## src/rtl/cpu_onchip_memory_stream_reader.sv

```systemverilog
// Block read master: streams a contiguous run of memory words out on a valid/ready port.
// Latency: first word on out_valid 3 cycles after the start cycle, then one word per cycle.
// Backpressure: out_ready low stalls the stream; reads stop once FIFO entries plus the in-flight read fill FIFO_DEPTH.
//
// Ports:
//   clk, reset                 - single clock, synchronous active-high reset
//   start/start_addr/word_count - command (count 0 = no-op, >2^ADDR_W clamps)
//   busy, done                 - command status (done is a one-cycle pulse)
//   mem_*                      - read master to the single-port memory (1-cycle read latency)
//   out_data/out_valid/out_ready/out_last - stream source, last word tagged
module cpu_onchip_memory_stream_reader #(
  parameter int ADDR_W     = 10,
  parameter int DATA_W     = 32,
  parameter int FIFO_DEPTH = 4
) (
  input  logic              clk,
  input  logic              reset,
  input  logic              start,
  input  logic [ADDR_W-1:0] start_addr,
  input  logic [ADDR_W:0]   word_count,
  output logic              busy,
  output logic              done,
  output logic [ADDR_W-1:0] mem_address,
  output logic              mem_chipselect,
  output logic              mem_write,
  output logic [3:0]        mem_byteenable,
  output logic              mem_clken,
  input  logic [DATA_W-1:0] mem_readdata,
  output logic [DATA_W-1:0] out_data,
  output logic              out_valid,
  input  logic              out_ready,
  output logic              out_last
);

  localparam int PTR_W = (FIFO_DEPTH > 1) ? $clog2(FIFO_DEPTH) : 1;
  localparam int CNT_W = PTR_W + 1;
  localparam logic [ADDR_W:0] MAX_WORDS = {1'b1, {ADDR_W{1'b0}}};

  typedef enum logic [1:0] {
    IDLE  = 2'd0,
    READ  = 2'd1,
    DRAIN = 2'd2
  } state_t;

  state_t              state_q, state_d;
  logic [ADDR_W-1:0]   addr_q;
  logic [ADDR_W:0]     remaining_q;
  logic                inflight_q;
  logic                last_pending_q;
  logic                done_q, done_d;
  logic                issue;
  logic [ADDR_W:0]     n_clamped;

  // FIFO state
  logic [DATA_W:0]     fifo_mem [FIFO_DEPTH];
  logic [PTR_W-1:0]    wr_ptr_q, rd_ptr_q;
  logic [CNT_W-1:0]    fifo_count_q;
  logic [CNT_W-1:0]    credit_used;
  logic [DATA_W:0]     rd_entry;
  logic                push, pop;

  assign mem_write      = 1'b0;
  assign mem_byteenable = 4'hF;
  assign mem_clken      = 1'b1;

  assign n_clamped = (word_count > MAX_WORDS) ? MAX_WORDS : word_count;

  // Registered counts only: a pop in this cycle does not free a credit until
  // next cycle, which keeps the issue path off the out_ready timing path.
  assign credit_used = fifo_count_q + CNT_W'(inflight_q);

  assign push      = inflight_q;
  assign out_valid = (fifo_count_q != '0);
  assign pop       = out_valid & out_ready;
  assign rd_entry  = fifo_mem[rd_ptr_q];
  // Gate with valid so the port reads zero whenever nothing is presented.
  assign out_data  = out_valid ? rd_entry[DATA_W-1:0] : '0;
  assign out_last  = out_valid & rd_entry[DATA_W];

  assign busy           = (state_q != IDLE);
  assign done           = done_q;
  assign mem_address    = addr_q;
  assign mem_chipselect = issue;

  always_comb begin
    state_d = state_q;
    issue   = 1'b0;
    done_d  = 1'b0;
    case (state_q)
      IDLE: begin
        if (start) begin
          if (n_clamped == '0) done_d  = 1'b1;
          else                 state_d = READ;
        end
      end
      READ: begin
        if (credit_used < CNT_W'(FIFO_DEPTH)) begin
          issue = 1'b1;
          if (remaining_q == (ADDR_W+1)'(1)) state_d = DRAIN;
        end
      end
      DRAIN: begin
        // The tagged word is the last one pushed, so its transfer means the
        // FIFO is empty and nothing is in flight on the next cycle.
        if (pop && out_last) begin
          state_d = IDLE;
          done_d  = 1'b1;
        end
      end
      default: state_d = IDLE;
    endcase
  end

  always_ff @(posedge clk) begin
    if (reset) begin
      state_q        <= IDLE;
      addr_q         <= '0;
      remaining_q    <= '0;
      inflight_q     <= 1'b0;
      last_pending_q <= 1'b0;
      done_q         <= 1'b0;
    end else begin
      state_q <= state_d;
      done_q  <= done_d;
      if (state_q == IDLE && start && n_clamped != '0) begin
        addr_q      <= start_addr;
        remaining_q <= n_clamped;
      end else if (issue) begin
        addr_q      <= addr_q + ADDR_W'(1);
        remaining_q <= remaining_q - (ADDR_W+1)'(1);
      end
      inflight_q     <= issue;
      last_pending_q <= issue && (remaining_q == (ADDR_W+1)'(1));
    end
  end

  // Storage needs no reset: entries are only observed while counted valid.
  always_ff @(posedge clk) begin
    if (push) fifo_mem[wr_ptr_q] <= {last_pending_q, mem_readdata};
  end

  always_ff @(posedge clk) begin
    if (reset) begin
      wr_ptr_q     <= '0;
      rd_ptr_q     <= '0;
      fifo_count_q <= '0;
    end else begin
      if (push) wr_ptr_q <= wr_ptr_q + PTR_W'(1);
      if (pop)  rd_ptr_q <= rd_ptr_q + PTR_W'(1);
      fifo_count_q <= fifo_count_q + CNT_W'(push) - CNT_W'(pop);
    end
  end

endmodule

```

## config.mk

```make
export PLATFORM = sky130hd
export DESIGN_NAME = cpu_onchip_memory_stream_reader
export DESIGN_NICKNAME = d
export VERILOG_FILES = /design/src/rtl/cpu_onchip_memory_stream_reader.sv
export SDC_FILE = /design/constraint.sdc
export NUM_CORES = 1
export LEC_CHECK = 0
export BUFFER_PORTS_ARGS = -buffer_cell sky130_fd_sc_hd__buf_2
export CORE_AREA = 10 10 136 138
export DETAILED_ROUTE_END_ITERATION = 8
export DIE_AREA = 0 0 146 148
export PLACE_DENSITY_LB_ADDON = 0.12
export SKIP_LAST_GASP = 1
export SYNTH_ARGS = -nofsm -noshare
export SYNTH_HDL_FRONTEND = slang
export SYNTH_SLANG_ARGS = --single-unit
```

## constraint.sdc

```tcl
create_clock -name clk -period 2 [get_ports clk]
set_input_delay 0 -clock clk [delete_from_list [all_inputs] [get_ports clk]]
set_output_delay 0 -clock clk [all_outputs]
set_load 0.05 [all_outputs]
```

After elaboration in Yosys (flattened, before gate mapping)
Memory sizes are Yosys's and may differ from the RTL's. A register that Yosys moved wholly into a read port is not among the register bits.
Index checks and enable logic that the tools add are counted.
- output and inout bits: 53
- memories kept: 1
- RAM bits: 132
- register bits: 33
- input bits: 57
- $lt $le $gt $ge: 2
- mux-type cells: 22
- $add $sub $neg: 6
- reduce and logical (&&, ||, !) cells: 11
- bitwise gates (word level): 2
- equality and inequality tests: 8
- memory list (name ; depth ; bits a word ; read ports ; clocked after memory_dff ; write ports ; line ; text):
    fifo_mem ; 4 ; 33 ; 1 ; 1 ; 1 ; 55 ; logic [DATA_W:0] fifo_mem [FIFO_DEPTH];
- operators with widths (cell ; number):
    11-bit two-way mux ; 3
    32-bit two-way mux ; 1
    10-bit two-way mux ; 2
    2-bit two-way mux ; 7
    11-bit by 1-bit equality test with 1-bit output, second input constant ; 1
    11-bit > comparator, second input constant ; 1
    11-bit zero test ; 1
    11-bit nonzero test ; 1
    11-bit by 1-bit subtractor with 11-bit output, second input constant ; 1
    10-bit by 1-bit adder with 10-bit output, second input constant ; 1
    2-bit inequality test, second input constant ; 5
    1-bit two-way mux ; 7
    2-bit one-hot mux with 3 select lines ; 1
    5-bit AND reduction ; 1
    2-bit by 1-bit adder with 2-bit output, second input constant ; 2
    1-bit logical AND ; 4
    2-bit nonzero test ; 2
    3-bit by 1-bit adder with 3-bit output ; 1
    3-bit less-than comparator, second input constant ; 1
    3-bit nonzero test ; 1
    3-bit by 1-bit subtractor with 3-bit output ; 1
    1-bit AND ; 2
    2-bit by 1-bit equality test with 1-bit output, second input constant ; 1
    2-bit equality test, second input constant ; 1
    other kinds (2) ; 2

Logic depth before layout (Yosys ltp)
- depth after elaboration: 6
- mapped depth: 8
- gate-level depth less buffers: 7

Worst setup path before layout
No wires, ideal clock.
- kind: reg2reg
- start: register inflight_q
- end: register remaining_q[9]
- data required time: 1881 ps
- cell stages (with the launch flop): 9
- data arrival time: 2156 ps
- path slack: -275 ps
- path through: dfxtp_1 > ha_1 > ha_1 > xnor2_1 > nand2_1 > inv_1 > buf_2 > a31oi_1 > o221a_2
- word-level cells in the longest chain between the ends: 5
- RTL lines (item ; line ; text):
    start, declared ; 48 ; logic inflight_q;
    start signal, assigned ; 132 ; inflight_q <= issue;
    3-bit by 1-bit adder with 3-bit output ; 70 ; assign credit_used = fifo_count_q + CNT_W'(inflight_q);
    3-bit less-than comparator ; 97 ; if (credit_used < CNT_W'(FIFO_DEPTH)) begin
    1-bit two-way mux ; 97 ;
    1-bit two-way mux ; 89 ; case (state_q)
    via mem_chipselect ; 24 ; output logic mem_chipselect,
    2-bit nonzero test (no line) ; -- ;
    end signal, assigned ; 127 ; remaining_q <= n_clamped;
    end signal, assigned ; 130 ; remaining_q <= remaining_q - (ADDR_W+1)'(1);
    end, declared ; 47 ; logic [ADDR_W:0] remaining_q;
The timed path passes the listed nets, and every way through them passes these cells.
A chain may end at the register's enable or synchronous reset.

Worst setup path in the final report
- start: input word_count[3]
- end: register addr_q[9] (netlist: mem_address[9])
- word-level cells in the longest chain between the ends: 5
- elaborated cells on any way between the ends: 6
- RTL lines (item ; line ; text):
    start, declared ; 20 ; input logic [ADDR_W:0] word_count,
    11-bit > comparator ; 66 ; assign n_clamped = (word_count > MAX_WORDS) ? MAX_WORDS : word_count;
    11-bit two-way mux * ; 66 ;
    11-bit nonzero test * ; 125 ; if (state_q == IDLE && start && n_clamped != '0) begin
    1-bit logical AND * ; 125 ;
    10-bit two-way mux or 2-bit nonzero test (tied branches) ; -- ;
    end signal, assigned ; 126 ; addr_q <= start_addr;
    end signal, assigned ; 129 ; addr_q <= addr_q + ADDR_W'(1);
    end, declared ; 46 ; logic [ADDR_W-1:0] addr_q;
Mark *: on every way between the ends. The rest lies on a longest branch, timed or not.

==> summary.txt <==
Critical path
  – Crit path kind: in2reg
  – Buf+Inv Stages, Crit Path: 2
  – CP cell instances: dlygate4sd3_1 -> buf_2 -> or4_4 -> o41a_1 -> mux2_4 -> o221a_2
  – CP endpoint kind: flip-flop
  – Worst Path Max Fanout: 7
  – Arrival time at the worst endpoint: 2.27 ns
  – Max stage delay on crit path: 0.57 ns
  – CP max stage cell: or4_4
  – Family with the most delay on the worst path: compound AO/OA/AOI/OAI gates
  – Required time of the critical path: 2.30 ns
  – Critical path launch point type: input port

Synth
  – Async SR Flop Fraction: 0
  – Sequential cell area fraction in the yosys report: 0.672
  – Mapped cell area: 6940 um2
  – Yosys cell types: 56
  – Cell count after synthesis: 430
  – Main flop type after synthesis: edfxtp_1
  – Synth Register Bits: 167
  – Area contributors post-synth: edfxtp_1 (57%), mux4_2 (11%), dfxtp_1 (10%)
  – Post-synth top cells: edfxtp_1 (132), and2_1 (42), dfxtp_1 (35)
  – Avg Synthesized Cell Area: 16.1 um2
  – Largest area contributor in the netlist: edfxtp_1
  – Yosys top cell area share: 0.571
  – EDFF count, synth: 132
  – Yosys warns: 0
  – Most frequent cell after synthesis: edfxtp_1

Run status
  – Status: finished clean

Layout
  – # diodes: 0
  – Layout cells sized above 1: 0.348
  – Layout area overhead: 29.9%
  – Nets: 680
  – Fillers: 1273
  – Post-route design area: 9020 um2
  – Fin cells: 840

Floorplan
  – CORE AREA: 15700 um2
  – Initial Util: 0.442
  – Die area: 21600 um2
  – Chip height: 148 um
  – Die width: 146 um
  – I/O pins: 110
  – Site Rows: 46

STA
  – # setup viols final: 0
  – Min Clock Period, post-route: 1.97 ns
  – Achievable clock frequency: 508 MHz
  – Final Cycle Share: 0.984
  – Clock skew: 0.00685 ns
  – Worst slew margin: 0.366
  – Unrepaired setup endpoints after global routing: yes
  – Hold Vio Cnt, Final: 0
  – Final Slew Violations: 0
  – Final worst setup slack: 0.0322 ns
  – Worst-Margin Slew: 0.950 ns

Route
  – WL final: 15.5 mm
  – Drt drc: 0
  – Vias post-DR: 4329
  – Antenna Violating Nets Remaining: 0
  – Initial DRC Count: 210
  – 1st-pass router iterations: 4
  – DR WL/cell: 18.5 um
  – Average via count per standard cell: 5.15

Clock tree
  – Reg clk slew, reported paths: 0.06 ns
  – Clock buffer count from CTS: 17
  – Clock Sinks: 167
  – Clk_lat worst skew: 0.41 ns
  – Root buffer cell: clkbuf_16
  – H-tree levels: 4
  – CTS tree: built
  – Clk buf depth: 2

Power
  – Peak supply drop: 774 uV
  – Leakage: 0.00331 uW
  – PD cells: 1280 nW/um2

Hold path
  – Hold crit path type: in2reg

GRT
  – Largest net degree at the start of global routing: 37
  – Grt total ovfl: 0
  – Initial antenna violation count: 0
  – Tot GR Track Use: 0.143
  – Number of global-route vias before repair: 4616
  – First-pass GRT wire length: 24.4 mm

Flow run
  – Max cap viols: 0

Placement
  – Placed Area: 7850 um2
  – Final HPWL DP: 10.1 mm
  – Inst Count DP: 751
  – Setup WS pre-CTS: 0.0489 ns
  – RD Place Congestion: 0.803
  – IO buf count: 103
## power by group
| group | switching [uW] | total [uW] | internal (uW) |
|---|---|---|---|
| sequential | 172 | 4130 | 3960 |
| combinational | 3050 | 4620 | 1570 |
| clock | 1220 | 2790 | 1570 |
| total | 4450 | 11500 | 7090 |
## layout make-up
type / count / area [um2] / area share
multi-input combinational: 231 / 2170 / 0.240
clock buffer: 22 / 444 / 0.0493
clock inverter: 9 / 53.8 / 0.00597
tap: 216 / 270 / 0.0300
inverter: 10 / 37.5 / 0.00416
sequential: 167 / 4670 / 0.518
timing repair buffer: 185 / 1370 / 0.152
## cells by family after synthesis
| logic type | share of synthesized area |
|---|---|
| other | 0.00108 |
| and+or+nand+nor | 0.0979 |
| buffers and inverters | 0.0252 |
| xor gates and xnor gates | 0.0202 |
| DFF | 0.672 |
| muxes | 0.112 |
| adders and majority gates | 0.0198 |
| AOI/OAI and AO/OA | 0.0517 |
## tightest hold or removal path: cells and delay by family
| family | cells | cell delay (ns) |
|---|---|---|
| compound gates | 2 | 0.26 |
| buf+inv | 1 | 0.11 |
## stage by stage
stage	utilization	total power (uW)	hold WS [ns]	TNS (ns)
detailed placement	0.500	8610	0.219	0
finish	0.574	11500	0.0202	0
global placement	0.500	8590	0.212	0
floorplan	-	7460	0.0989	0
CTS	0.566	11500	0.00996	0
global route	0.574	12100	0.0322	-0.0470
## flip-flops by register name, summed over array words and instances (netlist names), named ones only
name            cells
remaining_q        11
inflight_q          1
state_q             2
done                1
wr_ptr_q            2
mem_address        10
fifo_count_q        3
rd_ptr_q            2
fifo_mem          132
last_pending_q      1
## final timing paths
path | depth (start not counted) | startpoint | to | slack (ns)
setup / recovery | 6 | word_count[3] | mem_address[9] | 0.03
setup reg to reg | 6 | remaining_q[0] | remaining_q[8] | 0.07
hold / removal | 3 | word_count[1] | remaining_q[1] | 0.02
hold reg to reg | 0 | last_pending_q | fifo_mem[2][32] | 0.48
## routing by layer
metal,GRT usage,wire length (um),vias up
li1,-,-,2042
met1,0.172,6730,2162
met2,0.245,7850,106
met3,0.0418,697,19
met4,0.0450,246,0
met5,0,0,-
## placed cells by master, fill, tap and decap left out, types with 6 or more instances in the layout
cell and count:
ha_1 11, conb_1 6, dlygate4sd3_1 54, nand2_1 8
inv_1 9, edfxtp_1 132, a21oi_1 13, buf_4 20
nor3_1 7, xnor2_1 10, mux4_2 33, nand3_1 12
and2_1 38, dfxtp_1 33, clkbuf_16 19, nor2_1 11
buf_2 102
## repair_timing
action                                  4_1_cts  5_1_grt
hold buffers                                 54        0
endpoints found under the hold margin       151        0
setup buffers                                 0        2
resized for setup                             3       14
endpoints found under the setup margin       16       37
pin swaps                                     0        5
cloned                                        0        2
Power figures use the tool's default switching activity.
